## src/rtl/alu_issue_pkg.sv

```systemverilog
// Shared constants and types for the LEGv8 ID->EX ALU issue path.
// Combinational content only; no latency.
// No handshake; imported by the issue stage, its decoder and the hazard unit.
package alu_issue_pkg;

  // ALU operation codes seen by EX
  localparam logic [3:0] ALU_AND   = 4'd0;
  localparam logic [3:0] ALU_OR    = 4'd1;
  localparam logic [3:0] ALU_ADD   = 4'd2;
  localparam logic [3:0] ALU_SUB   = 4'd6;
  localparam logic [3:0] ALU_PASSB = 4'd7;
  localparam logic [3:0] ALU_NOR   = 4'd12;

  // Control-unit ALUOp encodings
  localparam logic [1:0] ALUOP_MEM = 2'b00;
  localparam logic [1:0] ALUOP_CBZ = 2'b01;
  localparam logic [1:0] ALUOP_R   = 2'b10;
  localparam logic [1:0] ALUOP_I   = 2'b11;

  // R-type opcodes, instruction[31:21]
  localparam logic [10:0] OP_R_ADD = 11'b10001011000;
  localparam logic [10:0] OP_R_SUB = 11'b11001011000;
  localparam logic [10:0] OP_R_AND = 11'b10001010000;
  localparam logic [10:0] OP_R_ORR = 11'b10101010000;
  localparam logic [10:0] OP_R_NOR = 11'b11101010000;

  // I-type opcodes, instruction[31:22]
  localparam logic [9:0] OP_I_ADD = 10'b1001000100;
  localparam logic [9:0] OP_I_SUB = 10'b1101000100;
  localparam logic [9:0] OP_I_AND = 10'b1001001000;
  localparam logic [9:0] OP_I_OR  = 10'b1011001000;

  localparam int DATA_W_DEF = 64;
  localparam int REG_W_DEF  = 5;

  // One issued instruction at the default datapath widths
  typedef struct packed {
    logic [3:0]            op;
    logic [DATA_W_DEF-1:0] a;
    logic [DATA_W_DEF-1:0] b;
    logic [REG_W_DEF-1:0]  rd;
    logic                  illegal;
  } entry_t;

endpackage

```

## src/rtl/alu_issue_stage_if.sv

```systemverilog
// EX-side ALU issue bus: one instruction per valid/ready transfer.
// Wires only; no latency.
// Producer holds all payload fields stable while out_valid & !out_ready.
interface alu_issue_stage_if #(
  parameter int DATA_W = 64,
  parameter int REG_W  = 5
);
  logic              out_valid;
  logic              out_ready;
  logic [3:0]        alu_operation;
  logic [DATA_W-1:0] operand_a;
  logic [DATA_W-1:0] operand_b;
  logic [REG_W-1:0]  rd_out;
  logic              illegal;

  modport master (
    output out_valid, alu_operation, operand_a, operand_b, rd_out, illegal,
    input  out_ready
  );

  modport slave (
    input  out_valid, alu_operation, operand_a, operand_b, rd_out, illegal,
    output out_ready
  );
endinterface

```

## src/rtl/alu_op_decode.sv

```systemverilog
// ALUOp + opcode -> 4-bit ALU code, flagging undecodable opcodes.
// Purely combinational, zero latency.
// No handshake; also instantiated by the hazard unit.
module alu_op_decode
  import alu_issue_pkg::*;
(
  input  logic [1:0]  alu_op,
  input  logic [10:0] opcode,
  output logic [3:0]  code,
  output logic        illegal
);

  // Unknown R/I opcodes fall back to code 0 and raise illegal
  always_comb begin
    code    = ALU_AND;
    illegal = 1'b0;
    case (alu_op)
      ALUOP_MEM: code = ALU_ADD;
      ALUOP_CBZ: code = ALU_PASSB;
      ALUOP_R: begin
        case (opcode)
          OP_R_ADD: code = ALU_ADD;
          OP_R_SUB: code = ALU_SUB;
          OP_R_AND: code = ALU_AND;
          OP_R_ORR: code = ALU_OR;
          OP_R_NOR: code = ALU_NOR;
          default:  illegal = 1'b1;
        endcase
      end
      default: begin
        case (opcode[10:1])
          OP_I_ADD: code = ALU_ADD;
          OP_I_SUB: code = ALU_SUB;
          OP_I_AND: code = ALU_AND;
          OP_I_OR:  code = ALU_OR;
          default:  illegal = 1'b1;
        endcase
      end
    endcase
  end

endmodule

```

## src/rtl/alu_issue_stage.sv

```systemverilog
// ID->EX issue register: decode ALU op, mux operand B, hold in a main+skid pair.
// Latency 1 cycle into an empty/draining output slot; 1 transfer/cycle sustained.
// in_ready is a flop (skid empty), so EX out_ready never reaches decode combinationally.
// Optional ALU_ISSUE_PERF_EN adds saturating stall_cycles / issued_count counters.
module alu_issue_stage
  import alu_issue_pkg::*;
#(
  parameter int DATA_W = 64,
  parameter int REG_W  = 5
) (
  input  logic               clk,
  input  logic               reset_n,
  input  logic               flush,
  input  logic               in_valid,
  output logic               in_ready,
  input  logic [1:0]         alu_op,
  input  logic [10:0]        opcode,
  input  logic               alu_src,
  input  logic [DATA_W-1:0]  read_data1,
  input  logic [DATA_W-1:0]  read_data2,
  input  logic [DATA_W-1:0]  imm,
  input  logic [REG_W-1:0]   rd_in,
  alu_issue_stage_if.master  ex
`ifdef ALU_ISSUE_PERF_EN
  ,
  output logic [31:0]        stall_cycles,
  output logic [31:0]        issued_count
`endif
);

  // Same layout as alu_issue_pkg::entry_t, sized by this instance's parameters
  typedef struct packed {
    logic [3:0]        op;
    logic [DATA_W-1:0] a;
    logic [DATA_W-1:0] b;
    logic [REG_W-1:0]  rd;
    logic              illegal;
  } slot_t;

  logic       dec_illegal;
  logic [3:0] dec_code;
  slot_t      in_entry;
  slot_t      main_q;
  slot_t      skid_q;
  logic       main_vld;
  logic       skid_vld;
  logic       in_fire;
  logic       main_free;

  alu_op_decode u_decode (
    .alu_op  (alu_op),
    .opcode  (opcode),
    .code    (dec_code),
    .illegal (dec_illegal)
  );

  // Decode and B-mux ahead of the register so EX sees final operands
  always_comb begin
    in_entry.op      = dec_code;
    in_entry.a       = read_data1;
    in_entry.b       = alu_src ? imm : read_data2;
    in_entry.rd      = rd_in;
    in_entry.illegal = dec_illegal;
  end

  // The skid only ever holds data while the main slot is stalled
  assign in_ready  = ~skid_vld;
  assign in_fire   = in_valid & in_ready;
  assign main_free = ~main_vld | ex.out_ready;

  // Main slot refills from skid first (FIFO order), else straight from input
  always_ff @(posedge clk or negedge reset_n) begin
    if (!reset_n) begin
      main_vld <= 1'b0;
      skid_vld <= 1'b0;
      main_q   <= '0;
      skid_q   <= '0;
    end else if (flush) begin
      main_vld <= 1'b0;
      skid_vld <= 1'b0;
    end else if (main_free) begin
      if (skid_vld) begin
        main_q   <= skid_q;
        main_vld <= 1'b1;
        skid_vld <= 1'b0;
      end else begin
        main_vld <= in_fire;
        if (in_fire) main_q <= in_entry;
      end
    end else if (in_fire) begin
      skid_q   <= in_entry;
      skid_vld <= 1'b1;
    end
  end

  assign ex.out_valid     = main_vld;
  assign ex.alu_operation = main_q.op;
  assign ex.operand_a     = main_q.a;
  assign ex.operand_b     = main_q.b;
  assign ex.rd_out        = main_q.rd;
  assign ex.illegal       = main_q.illegal;

`ifdef ALU_ISSUE_PERF_EN
  // Saturating stall/issue counters; survive flush, cleared only by reset
  always_ff @(posedge clk or negedge reset_n) begin
    if (!reset_n) begin
      stall_cycles <= '0;
      issued_count <= '0;
    end else begin
      if (main_vld && !ex.out_ready && stall_cycles != 32'hFFFF_FFFF)
        stall_cycles <= stall_cycles + 32'd1;
      if (main_vld && ex.out_ready && issued_count != 32'hFFFF_FFFF)
        issued_count <= issued_count + 32'd1;
    end
  end
`endif

endmodule

```

## src/flat_wrapper.sv

```systemverilog
// flat-port wrapper written by rule: the top's interface ports become plain ports
module alu_issue_stage_flat import alu_issue_pkg::*;
#(
  parameter int DATA_W = 64,
  parameter int REG_W  = 5
)
  (clk, reset_n, flush, in_valid, in_ready, alu_op, opcode, alu_src, read_data1, read_data2, imm, rd_in, ex_out_valid, ex_alu_operation, ex_operand_a, ex_operand_b, ex_rd_out, ex_illegal, ex_out_ready);
  alu_issue_stage_if #(.DATA_W(DATA_W), .REG_W(REG_W)) ex_i ();
  input  logic clk;
  input  logic reset_n;
  input  logic flush;
  input  logic in_valid;
  output logic in_ready;
  input  logic [1:0] alu_op;
  input  logic [10:0] opcode;
  input  logic alu_src;
  input  logic [DATA_W-1:0] read_data1;
  input  logic [DATA_W-1:0] read_data2;
  input  logic [DATA_W-1:0] imm;
  input  logic [REG_W-1:0] rd_in;
  output wire logic [$bits(ex_i.out_valid)-1:0] ex_out_valid;
  output wire logic [$bits(ex_i.alu_operation)-1:0] ex_alu_operation;
  output wire logic [$bits(ex_i.operand_a)-1:0] ex_operand_a;
  output wire logic [$bits(ex_i.operand_b)-1:0] ex_operand_b;
  output wire logic [$bits(ex_i.rd_out)-1:0] ex_rd_out;
  output wire logic [$bits(ex_i.illegal)-1:0] ex_illegal;
  input wire logic [$bits(ex_i.out_ready)-1:0] ex_out_ready;
  assign ex_out_valid = ex_i.out_valid;
  assign ex_alu_operation = ex_i.alu_operation;
  assign ex_operand_a = ex_i.operand_a;
  assign ex_operand_b = ex_i.operand_b;
  assign ex_rd_out = ex_i.rd_out;
  assign ex_illegal = ex_i.illegal;
  assign ex_i.out_ready = ex_out_ready;
  alu_issue_stage #(.DATA_W(DATA_W), .REG_W(REG_W)) u_core (.clk(clk), .reset_n(reset_n), .flush(flush), .in_valid(in_valid), .in_ready(in_ready), .alu_op(alu_op), .opcode(opcode), .alu_src(alu_src), .read_data1(read_data1), .read_data2(read_data2), .imm(imm), .rd_in(rd_in), .ex(ex_i));
endmodule
```

## config.mk

```make
export PLATFORM = sky130hd
export DESIGN_NAME = alu_issue_stage_flat
export DESIGN_NICKNAME = d
export VERILOG_FILES = /design/src/rtl/alu_issue_pkg.sv /design/src/rtl/alu_issue_stage_if.sv /design/src/rtl/alu_op_decode.sv /design/src/rtl/alu_issue_stage.sv /design/src/flat_wrapper.sv
export SDC_FILE = /design/constraint.sdc
export NUM_CORES = 1
export LEC_CHECK = 0
export CAP_MARGIN = 15
export CORE_MARGIN = 2
export CORE_UTILIZATION = 25
export CTS_CLUSTER_DIAMETER = 150
export DETAILED_ROUTE_END_ITERATION = 12
export PLACE_DENSITY_LB_ADDON = 0.25
export SLEW_MARGIN = 20
export SYNTH_ARGS = -nofsm -noshare
export SYNTH_HDL_FRONTEND = slang
export SYNTH_SLANG_ARGS = --single-unit
```

## constraint.sdc

```tcl
create_clock -name clk -period 2.1 [get_ports clk]
set_input_delay 0.315 -clock clk [delete_from_list [all_inputs] [get_ports clk]]
set_output_delay 0.315 -clock clk [all_outputs]
set_load 0.005 [all_outputs]
```

# [After elaboration in Yosys (flattened, before gate mapping)]
# Cells that the tools add are included.
[classes] eq_ne=11 muxes=15 n_bitwise=6 reduce_logical=9
[op_table] cell="2-to-1 mux 138 bit" count=2
[op_table] cell="2-to-1 mux 64 bit" count=1
[op_table] cell="== test 11 bit, second input constant" count=5
[op_table] cell="== test 10 bit, second input constant" count=4
[op_table] cell="one-hot mux 4 bit (4 select lines)" count=1
[op_table] cell="one-hot mux 4 bit (3 select lines)" count=1
[op_table] cell="one-hot mux 3 bit (3 select lines)" count=1
[op_table] cell="2-to-1 mux 1 bit" count=8
[op_table] cell="AND reduction 3 bit" count=2
[op_table] cell="OR reduction 5 bit" count=1
[op_table] cell="inverter 1 bit" count=4
[op_table] cell="nonzero test 2 bit" count=2
[op_table] cell="OR reduction 4 bit" count=1
[op_table] cell="nonzero test 3 bit" count=1
[op_table] cell="== test 2 x 1 -> 1 bit, second input constant" count=1
[op_table] cell="== test 2 bit, second input constant" count=1
[op_table] cell="logical NOT 2 bit" count=1
[op_table] cell="one-hot mux 1 bit (2 select lines)" count=1
[op_table] cell="OR reduction 2 bit" count=1
[op_table] cell="AND 1 bit" count=1
[op_table] cell="OR 1 bit" count=1
[word_totals] register_bits=278 input_bits=216 output_inout_bits=140 elab_cells=53

# [Depth between registers and ports, before layout]
# Gate-level depths: netlist of run 1.
[logic_depth] depth_word=6 mapped_depth=8 mapped_depth_nobuf=4

# [By module]
# From an unflattened synthesis of run 1, not the netlist that was laid out.
[hier_totals] hier_cells=1020 hier_area_um2=13146.4
[by_module_without_submodules] mod="alu_issue_stage" n_inst=1 cells_each=986 area_each_um2=12911.1 seq_area_each_um2=6956.7
[by_module_without_submodules] mod="alu_op_decode" n_inst=1 cells_each=34 area_each_um2=235.2 seq_area_each_um2=0.0

# [Worst setup path before layout of run 1]
# Ideal clock, no wire load.
[synth_timing] path_type="input to register" from="in opcode[1]" to="reg u_core.main_q, in the netlist u_core.ex.alu_operation[0]" setup_ps=80 arrival_time_ps=1720 required_ps=2020 path_slack_ps=300 cell_stages=4 path_buffers=0 path_cell_list="or4b_4 > or4_1 > a31o_1 > o211ai_2"
[synth_via] elab_chain_len=5 elab_cells_between_ends=12 classes_between="eq/ne (7); mux (5)"
[synth_lines] element="from (decl)" line="flat_wrapper.sv:15" source="input logic [10:0] opcode;"
[synth_lines] element="== test 11 bit or == test 10 bit (tied branches)" line="alu_op_decode.sv:21, alu_op_decode.sv:31"
[synth_lines] element="one-hot mux 4 bit (4 select lines) or one-hot mux 3 bit (3 select lines) (tied branches)" line="alu_op_decode.sv:21, alu_op_decode.sv:31"
[synth_lines] element="one-hot mux 4 bit (3 select lines) (*)" line="alu_op_decode.sv:17" source="case (alu_op)"
[synth_lines] element="2-to-1 mux 138 bit (*)" line="alu_issue_stage.sv:88" source="if (in_fire) main_q <= in_entry;"
[synth_lines] element="2-to-1 mux 138 bit (*)" line="alu_issue_stage.sv:82" source="if (skid_vld) begin"
[synth_lines] element="to (signal assigned)" line="alu_issue_stage.sv:83" source="main_q <= skid_q;"
[synth_lines] element="to (signal assigned)" line="alu_issue_stage.sv:88"
[synth_lines] element="to (decl)" line="alu_issue_stage.sv:43" source="slot_t main_q;"
# Every way passes the cells marked *; elsewhere a longest branch is shown, timed or not. The select of a mux whose other input is x is not followed.
# A chain may end at the register's enable or synchronous reset.

# [Worst setup path in the final report of run 1]
[layout_timing] from="reg u_core.skid_vld" to="out in_ready"
[layout_via] elab_chain_len=1
[layout_lines] element="from (decl)" line="alu_issue_stage.sv:46" source="logic skid_vld;"
[layout_lines] element="from (signal assigned)" line="alu_issue_stage.sv:75" source="skid_vld <= 1'b0;"
[layout_lines] element="from (signal assigned)" line="alu_issue_stage.sv:80" source="skid_vld <= 1'b0;"
[layout_lines] element="from (signal assigned)" line="alu_issue_stage.sv:85" source="skid_vld <= 1'b0;"
[layout_lines] element="inverter 1 bit" line="alu_issue_stage.sv:67" source="assign in_ready = ~skid_vld;"
[layout_lines] element="to (decl)" line="flat_wrapper.sv:13" source="output logic in_ready;"
# No other way between the ends.

==> results of run 1 <==
per-stage QoR:
step	TNS [ns]	setup WS, ns
global route	0	0.176
CTS	0	0.211
global placement	-0.451	-0.213
floorplan	0	0.300
detailed placement	-0.367	-0.196
finish	0	0.281
final timing paths:
kind / startpoint / endpoint / slack, ns / cells after the start
max in group asynchronous: reset_n / u_core.ex.operand_a[62] / 1.06 / 3
worst max register to register: u_core.skid_vld / u_core.ex.operand_b[8] / 0.36 / 4
worst min register to register: u_core.skid_q[0] / u_core.skid_q[0] / 0.47 / 2
worst min-delay path: reset_n / u_core.skid_q[16] / 0.31 / 2
worst max-delay path: u_core.skid_vld / in_ready / 0.28 / 2
min in group clk: alu_src / u_core.skid_q[20] / 0.34 / 3
report_power, final:
part           internal [mW]  switching, mW  leakage (nW)  total, mW
sequential              6.44          0.548          3.46       6.99
combinational           1.80           1.20          3.64       3.00
clock                   3.53           2.34         0.552       5.87
total                   11.8           4.09          7.65       15.9
what timing repair did:
item | 4_1_cts | 5_1_grt
hold buffers | 1 | 0
hold endpoints to repair | 44 | 0
resized for setup | 2 | 0
setup endpoints to repair | 1 | 0
metal layers:
metal	routed length (um)	part of all wire	vias up	global-route usage
met4	629	0.019	4	0.0344
met5	27	0.00080	-	0
li1	-	-	4681	-
met1	14600	0.43	4490	0.164
met3	2720	0.080	44	0.0500
met2	15900	0.47	249	0.224
flip-flops by register name (all words and copies together) (netlist names):
| register | cells |
|---|---|
| u_core.ex.out_valid | 1 |
| u_core.ex.operand_a | 64 |
| u_core.ex.rd_out | 5 |
| u_core.ex.illegal | 1 |
| u_core.skid_q | 138 |
| u_core.ex.operand_b | 64 |
| u_core.skid_vld | 1 |
| u_core.ex.alu_operation | 4 |
Yosys cell counts (2+ instances only):
master	count	share of area
nor3b_1	2	0.0012
buf_2	23	0.0095
mux2_2	70	0.065
a31oi_1	2	0.0010
mux2i_1	134	0.11
o21ai_1	2	0.00083
clkbuf_1	60	0.019
inv_1	3	0.00093
a311oi_1	2	0.0014
nand2_1	207	0.064
nor4bb_1	2	0.0017
nor3_1	3	0.0012
a41oi_1	2	0.0014
dfrtp_1	278	0.57
a21oi_1	66	0.027
nor2_1	67	0.021
nor2b_1	2	0.0010
o21ai_0	202	0.083
nand2b_1	5	0.0026
o211ai_1	2	0.0012
nor4_1	2	0.0010
nand3_1	3	0.0012
cell families (layout without fill, tap and decap cells):
logic type,count (synthesis),count (layout),synth area share
AND/OR/NAND/NOR,301,301,0.101
AO/OA/AOI/OAI,282,282,0.120
flip-flops,278,278,0.574
multiplexers,204,204,0.176
buffers and inverters,87,463,0.0293
XOR/XNOR,1,1,0.000723
other,0,1,0
worst max-delay path, cell delays in order (launching register included):
cell and delay, ns:
dfrtp_4 0.49, clkinvlp_4 0.17, dlygate4sd2_1 0.31
final cells by class:
type / instances / share of cell area
sequential: 278 / 0.392
multi-input combinational: 788 / 0.272
timing repair buffer: 400 / 0.229
clock buffer: 48 / 0.0554
tap: 615 / 0.0433
clock inverter: 12 / 0.00761
inverter: 3 / 0.000845
antenna: 1 / 0.000141
==> results.md, run 1 <==
- Pleak: 7.65 nW
- Syn Area/Cell: 10.5 sq um
- Sequential share of the synthesized area: 0.574
- #FFs+latches synth: 278
- Area grow syn2layout: 46.5%
- Multi-input combinational cell area: 4830 sq um
- WP data required: 1.78 ns
- Worst slew margin: 0.658
- Cells after Synth: 1153
- EDFF count, synth: 0
- Peak supply drop: 0.500 mV
- Pre-antenna DRT Iters: 4
- Worst slew pin tran: 0.512 ns
- # fillers: 4754
- Wire per inst: 15.8 um
- Vias in the first global route: 9653
- Mapped Nets: 1369
- CTS buffer count: 34
- Fmax: 550 MHz
- Netlist cell types: 36
- Nets@finish: 1721
- Max-slew violations: 0
- DP Wirelength: 23700 um
- Crit Path Max Fanout: 6
- Hold Crit Class: input port to async pin
- Via count: 9468
- # clock sinks: 278
- Root Driver: clkbuf_16
- Unrepaired setup endpoints after global routing: false
- Final setup fails: 0
- Layout cells sized above 1: 0.116
- IO buf count: 355
- Congestion Overflow GR: 0
- Die Width: 224 um
- RD Place Congestion: 0.754
- Setup crit start kind: register
- WP data arrival: 1.50 ns
- Fin crit share: 0.866
- Bufs on Longest Clock Path: 3
- Layout Cells excl Fill: 2145
- # DRC: 0
- Floorplan core area: 47800 sq um
- Num ports: 356
- Height of the die: 224 um
- Overall power: 15.9 mW
- Detail-routed via count per cell: 4.41
- Worst hold margin: 0.312 ns
- First-pass GRT wire length: 53500 um
- Status: completed
- WL final: 33900 um
- Placed Cells: 2083
- Endpoints failing hold: 0
- Total of max-cap violations: 0
- CP Capture Type: output pin
- Largest net degree at the start of global routing: 102
- Initial Util: 0.253
- Min Tclk post-route: 1.82 ns
- Clk_skew: 0.0177 ns
- Most frequent cells in the layout: clkdlybuf4s50_1 (352), dfrtp_1 (277), nand2_1 (207)
- 1st-iter DRT viols: 484
- Reg clk slew, reported paths: 0.06 ns
- Clk_lat worst skew: 0.53 ns
- Detail Route Antenna Nets: 0
- Post-synth ARST share: 1.00
- Sequential Area: 6960 sq um
- YS warnings: 0
- Post-route cell area: 17800 sq um
- Fin util: 0.371
- CTS tree: done
- Setup CP Type: register to output pin
- Placed cell areas: 16600 sq um
- Initial antenna violation count: 3
- Total routing usage reported by global routing: 0.134
- Commonest non-fill, non-tap cell in the layout: clkdlybuf4s50_1
- Full die area: 50300 sq um
- Post-CTS setup buffers: 0
- Post-synthesis cell area: 12100 sq um
- # rows: 80
- PwrDens: 893 nW/um^2
- H-tree depth: 2
- Most used flip-flop cell after synthesis: dfrtp_1
No activity file was read; power rests on OpenSTA's default activity.
==> run 2: changes to the inputs <==
--- a/config.mk
+++ b/config.mk
@@ -11,6 +11,7 @@
 export CTS_CLUSTER_DIAMETER = 150
 export DETAILED_ROUTE_END_ITERATION = 12
 export PLACE_DENSITY_LB_ADDON = 0.25
+export REMOVE_ABC_BUFFERS = 1
 export SLEW_MARGIN = 20
 export SYNTH_ARGS = -nofsm -noshare
 export SYNTH_HDL_FRONTEND = slang
==> run 2 against run 1 <==
Worst setup slack worse by 0.20 ns. Hold slack better by 0.031 ns. Maximum frequency shrank 9.7%. Sequential cell count unchanged. Sequential share of layout area is 0.55 points lower. Sequential power barely moved. Final area increased by 1.4%. Critical path type unchanged. Clock-buffer cell count up 5.
==> results.md, run 2 (synthesis gave the netlist of run 1 again) <==
- Largest net degree at the start of global routing: 109 (+6.9%)
- Clk_lat worst skew: 0.53 ns (about the same)
- Unrepaired setup endpoints after global routing: false
- Worst slew pin tran: 0.671 ns (+0.159 ns)
- Pre-CTS setup slack: -0.186 ns (+0.00951 ns)
- Most frequent cells in the layout: clkdlybuf4s50_1 (353), dfrtp_1 (277), nand2_1 (207)
- Setup crit start kind: register
- CTS buffer count: 35 (+2.9%)
- Die Width: 224 um (unchanged)
- Total routing usage reported by global routing: 0.131 (-0.00268)
- Detail-routed via count per cell: 4.37 (-1.1%)
- First-pass GRT wire length: 52800 um (-1.3%)
- Bufs on Longest Clock Path: 3 (unchanged)
- Root Driver: clkbuf_16
- WP data required: 1.78 ns (about the same)
- # rows: 80 (unchanged)
- # fillers: 4734 (-0.42%)
- Top reg by flops: u_core.skid_q
- Nets@finish: 1741 (+1.2%)
- Vias in the first global route: 9603 (-0.52%)
- 1st-iter DRT viols: 364 (-25%)
- Floorplan core area: 47800 sq um (unchanged)
- WL final: 33300 um (-1.7%)
- Total of max-cap violations: 0 (unchanged)
- Final setup fails: 0 (unchanged)
- PnR worst setup slack: 0.0856 ns (-0.196 ns)
- Fmax: 496 MHz (-9.7%)
- Max-slew violations: 0 (unchanged)
- Initial Util: 0.253 (unchanged)
- Congestion Overflow GR: 0 (unchanged)
- Via count: 9446 (-0.23%)
- DP Wirelength: 23800 um (+0.26%)
- Height of the die: 224 um (unchanged)
- Pre-antenna DRT Iters: 4 (unchanged)
- Area grow syn2layout: 48.6%
- Layout cells sized above 1: 0.125 (+0.00891)
- # DRC: 0 (unchanged)
- H-tree depth: 2 (unchanged)
- Reg clk slew, reported paths: 0.06 ns (about the same)
- Initial antenna violation count: 1 (-2)
- CTS tree: done
- IO buf count: 355 (unchanged)
- Full die area: 50300 sq um (unchanged)
- Largest register FFs: 138 (unchanged)
- Status: completed
- Detail Route Antenna Nets: 0 (unchanged)
- Clk_skew: 0.0155 ns (-0.00221 ns)
- CP Capture Type: output pin
- Hold Crit Class: input port to async pin
- Min Tclk post-route: 2.01 ns (+0.196 ns)
- RD Place Congestion: 0.737 (-2.3%)
- Fin util: 0.377 (+0.00526)
- WP data arrival: 1.70 ns (+0.20 ns)
- Wire per inst: 15.4 um (-2.5%)
- Crit Path Max Fanout: 5 (-1)
- Peak supply drop: 0.617 mV (+23%)
- Setup CP Type: register to output pin
- Commonest non-fill, non-tap cell in the layout: clkdlybuf4s50_1
- Antenna diode instance count: 0 (-1)
- Worst slew margin: 0.553 (-0.106)
- Pleak: 7.79 nW (+1.7%)
- Num ports: 356 (unchanged)
- # clock sinks: 278 (unchanged)
- Endpoints failing hold: 0 (unchanged)
- Fin crit share: 0.959 (+0.0932)
- PwrDens: 889 nW/um^2 (-0.50%)
run 2: cell types whose count changed in the layout (fill, tap and decap cells not counted), moves of 2 or more:
| cell | before | now |
|---|---|---|
| buf_4 | 31 | 43 |
| buf_12 | 14 | 21 |
| clkbuf_1 | 6 | 9 |
| clkbuf_16 | 34 | 37 |
| inv_6 | 2 | 0 |
run 2: area by class of cell:
| type | instances | area (sq um) | share of cell area |
|---|---|---|---|
| Sequential cell | 278 | 6960 | 0.386 |
| Multi-Input combinational cell | 788 | 4830 | 0.268 |
| Timing Repair Buffer | 419 | 4300 | 0.239 |
| Clock buffer | 53 | 1060 | 0.0586 |
| Tap cell | 615 | 769 | 0.0427 |
| Clock inverter | 7 | 85.1 | 0.00472 |
| Inverter | 3 | 15.0 | 0.000833 |
run 2: layer usage:
layer,share of wire,global-route usage,routed length (um)
met5,0,0,0
met4,0.020,0.0359,661
met3,0.080,0.0456,2670
met2,0.46,0.213,15300
met1,0.44,0.167,14600
run 2: final timing paths:
kind	start	end	slack, ns	depth (start not counted)
worst max-delay path	u_core.skid_vld	in_ready	0.09	2
worst min-delay path	reset_n	u_core.ex.operand_b[5]	0.34	2
worst max register to register	u_core.skid_vld	u_core.ex.alu_operation[2]	0.38	6
worst min register to register	u_core.ex.operand_b[27]	u_core.ex.operand_b[27]	0.47	2
max in group asynchronous	reset_n	u_core.skid_q[37]	1.01	4
min in group clk	alu_src	u_core.skid_q[68]	0.41	4
run 2: power breakdown:
part / internal, mW / total (mW) / switching [mW] / leakage, nW
logic: 1.85 / 3.06 / 1.22 / 3.76
clock network: 3.70 / 5.95 / 2.26 / 0.565
registers: 6.44 / 6.99 / 0.550 / 3.46
total: 12.0 / 16.0 / 4.02 / 7.79
run 2: stage by stage:
stage	total power [mW]	cells	setup TNS, ns	hold WS (ns)	area, sq um
floorplan	8.20	1069	-1718.08	0.0194	11800
global placement	10.1	2100	-0.433	0.324	16800
detailed placement	10.2	2100	-0.484	0.324	16800
CTS	16.3	2161	0	0.341	18000
global route	17.0	2163	0	0.369	18000
finish	16.0	2163	0	0.342	18000
run 2: repair_timing:
item,in CTS,in global routing
setup endpoints to repair,1,1
endpoints found under the hold margin,50,0
resized for setup,1,0
hold buffers,1,0
buffers inserted,0,2
run 2: worst max-delay path: stages (launching register included):
cell and delay (ns):
dfrtp_4 0.53, clkinvlp_4 0.13, clkdlybuf4s50_1 0.51
==> run 3: changes to the inputs <==
==> constraint.sdc (replaced) <==
create_clock -name clk -period 2.1 [get_ports clk]
set_input_delay 0.315 -clock clk [delete_from_list [all_inputs] [get_ports clk]]
set_output_delay 0.315 -clock clk [all_outputs]
set_load 0.02 [all_outputs]
==> run 3 against run 2 <==
Via count increased by 1.3%. Global-route usage increased by 0.25 points. Largest cell class unchanged. Critical path type unchanged. Largest power group unchanged. Final area increased by 0.51%. Utilization increased by 0.19 points. First-iteration DRC count increased by 17%. Clock power increased by 4.4%. Sequential power about the same. Sequential share of layout area decreased by 0.19 points. Worst setup slack improved by 0.062 ns.
==> results.md, run 3 (synthesis gave the netlist of run 1 again) <==
- Status: completed
- Pleak: 7.83 nW (+0.61%)
- DP Wirelength: 24100 um (+1.6%)
- Overall power: 16.8 mW (+4.9%)
- First-pass GRT wire length: 53500 um (+1.4%)
- Setup CP Type: register to output pin
- CP Capture Type: output pin
- CTS buffer count: 35 (unchanged)
- Internal: 12.2 mW (+1.5%)
- Clk_skew: 0.0161 ns (+0.000588 ns)
- Hold Path Depth: 3
- Combinational power share: 0.214 (+0.023)
- Max-slew violations: 0 (unchanged)
- Commonest non-fill, non-tap cell in the layout: clkdlybuf4s50_1
- Initial antenna violation count: 0 (-1)
- Floorplan core area: 47800 sq um (unchanged)
- Area grow syn2layout: 49.4%
- Wire per inst: 15.6 um (+1.5%)
- H-tree depth: 2 (unchanged)
- Setup crit start kind: register
- Top reg by flops: u_core.skid_q
- Unrepaired setup endpoints after global routing: false
- Hold Crit Class: input port to register
- IO buf count: 355 (unchanged)
- Fin crit share: 0.930 (-0.0295)
- Largest register FFs: 138 (unchanged)
- Endpoints failing hold: 0 (unchanged)
- PnR worst setup slack: 0.148 ns (+0.0620 ns)
- Max stage delay on crit path: 0.76 ns (+0.23 ns)
- # clock sinks: 278 (unchanged)
- Pre-antenna DRT Iters: 4 (unchanged)
- Sequential power share: 0.417 (-0.020)
- Final setup fails: 0 (unchanged)
- Initial Util: 0.253 (unchanged)
- Vias in the first global route: 9658 (+0.57%)
- Crit Path Max Fanout: 2 (-3)
- Detail Route Antenna Nets: 0 (unchanged)
- Sum of buffers and inverters on the critical path: 1 (-1)
- Largest net degree at the start of global routing: 90 (-17%)
- Num ports: 356 (unchanged)
- WP data required: 1.78 ns (about the same)
- Total of max-cap violations: 0 (unchanged)
- Fmax: 512 MHz (+3.2%)
- Clk_lat worst skew: 0.53 ns (about the same)
- Crit path depth: 1 (-1)
- Worst reg2reg path depth: 5 (-1)
- Min Tclk post-route: 1.95 ns (-0.0620 ns)
- Peak supply drop: 0.500 mV (-19%)
- PwrDens: 927 nW/um^2 (+4.3%)
- Congestion Overflow GR: 0 (unchanged)
- # DRC: 0 (unchanged)
- Detail-routed via count per cell: 4.42 (+1.2%)
- RD Place Congestion: 0.723 (-2.0%)
- Most frequent cells in the layout: clkdlybuf4s50_1 (352), dfrtp_1 (277), nand2_1 (207)
- Total routing usage reported by global routing: 0.134 (+0.00253)
- Via count: 9571 (+1.3%)
- Die Width: 224 um (unchanged)
- Cell Chain, Critical Path: clkdlybuf4s50_1
- WL final: 33800 um (+1.7%)
- Net Sw Frac: 0.275 (+0.0239)
- CP top delay family: buffers and inverters
- Height of the die: 224 um (unchanged)
- CTS tree: done
- 1st-iter DRT viols: 427 (+17%)
- Clock Power Share: 0.370 (-0.002)
- Bufs on Longest Clock Path: 3 (unchanged)
- Placed cell areas: 16900 sq um (+0.36%)
- Layout cells sized above 1: 0.127 (+0.00169)
- Post-route cell area: 18100 sq um (+0.51%)
- Switching power: 4.62 mW (+15%)
- Pre-CTS setup slack: -0.207 ns (-0.0206 ns)
- Worst slew pin tran: 0.582 ns (-0.0895 ns)
- WP data arrival: 1.64 ns (-0.06 ns)
- # fillers: 4772 (+0.80%)
- Antenna diode instance count: 0 (unchanged)
- Worst slew margin: 0.612 (+0.0597)
- Root Driver: clkbuf_16
- Slowest CP cell: clkdlybuf4s50_1
- Fin util: 0.378 (+0.00191)
- Nets@finish: 1742 (+0.057%)
- Reg clk slew, reported paths: 0.06 ns (about the same)
- Total negative slack: 0 ns (unchanged)
- Full die area: 50300 sq um (unchanged)
- # rows: 80 (unchanged)
run 3: worst reg2reg max path, delay by kind of cell, from the launching register on:
kind | cells | cell delay (ns)
DFF | 1 | 0.43
AOI/OAI and AO/OA | 2 | 0.32
buffers and inverters | 2 | 0.63
and+or+nand+nor | 1 | 0.22
run 3: area by class of cell:
cell class	instances	area, sq um	area share
clock buffer	53	1070	0.0589
timing repair buffer	420	4350	0.240
tap	615	769	0.0425
multi-input combinational	788	4830	0.267
clock inverter	9	126	0.00698
inverter	3	11.3	0.000622
sequential	278	6960	0.384
run 3: power by group through the flow:
stage	logic [mW]	registers (mW)	clock network, mW
after floorplan	1.16	7.56	0
after global placement	3.60	7.03	0
after detailed placement	3.65	7.09	0
after CTS	3.66	7.00	6.44
after global routing	3.95	7.14	6.64
final	3.59	6.99	6.21
run 3: through the flow:
step           hold WS (ns)  instances
5_1_grt               0.311       2166
4_1_cts               0.277       2166
3_5_place_dp          0.327       2103
3_3_place_gp          0.326       2103
2_1_floorplan        0.0194       1069
6_report              0.306       2166
run 3: final timing paths:
check | startpoint | end | slack (ns)
hold reg to reg | u_core.ex.operand_a[36] | u_core.ex.operand_a[36] | 0.48
setup reg to reg | u_core.skid_vld | u_core.ex.operand_b[10] | 0.38
max in group asynchronous | reset_n | u_core.skid_q[63] | 1.00
min in group asynchronous | reset_n | u_core.ex.operand_b[32] | 0.35
setup / recovery | u_core.ex.operand_b[21] | ex_operand_b[21] | 0.15
hold / removal | alu_src | u_core.skid_q[35] | 0.31
run 3: routing by layer:
metal | GRT usage | up-vias | wire length (um)
met5 | 0 | - | 0
met4 | 0.0421 | 0 | 750
met3 | 0.0451 | 51 | 2820
met2 | 0.216 | 245 | 15400
met1 | 0.170 | 4552 | 14800
li1 | - | 4723 | -
run 3: timing repair:
action	CTS	global route
hold endpoints to repair	52	0
hold buffers	1	0
setup endpoints to repair	1	0
resized for setup	1	0
buffers inserted	0	0
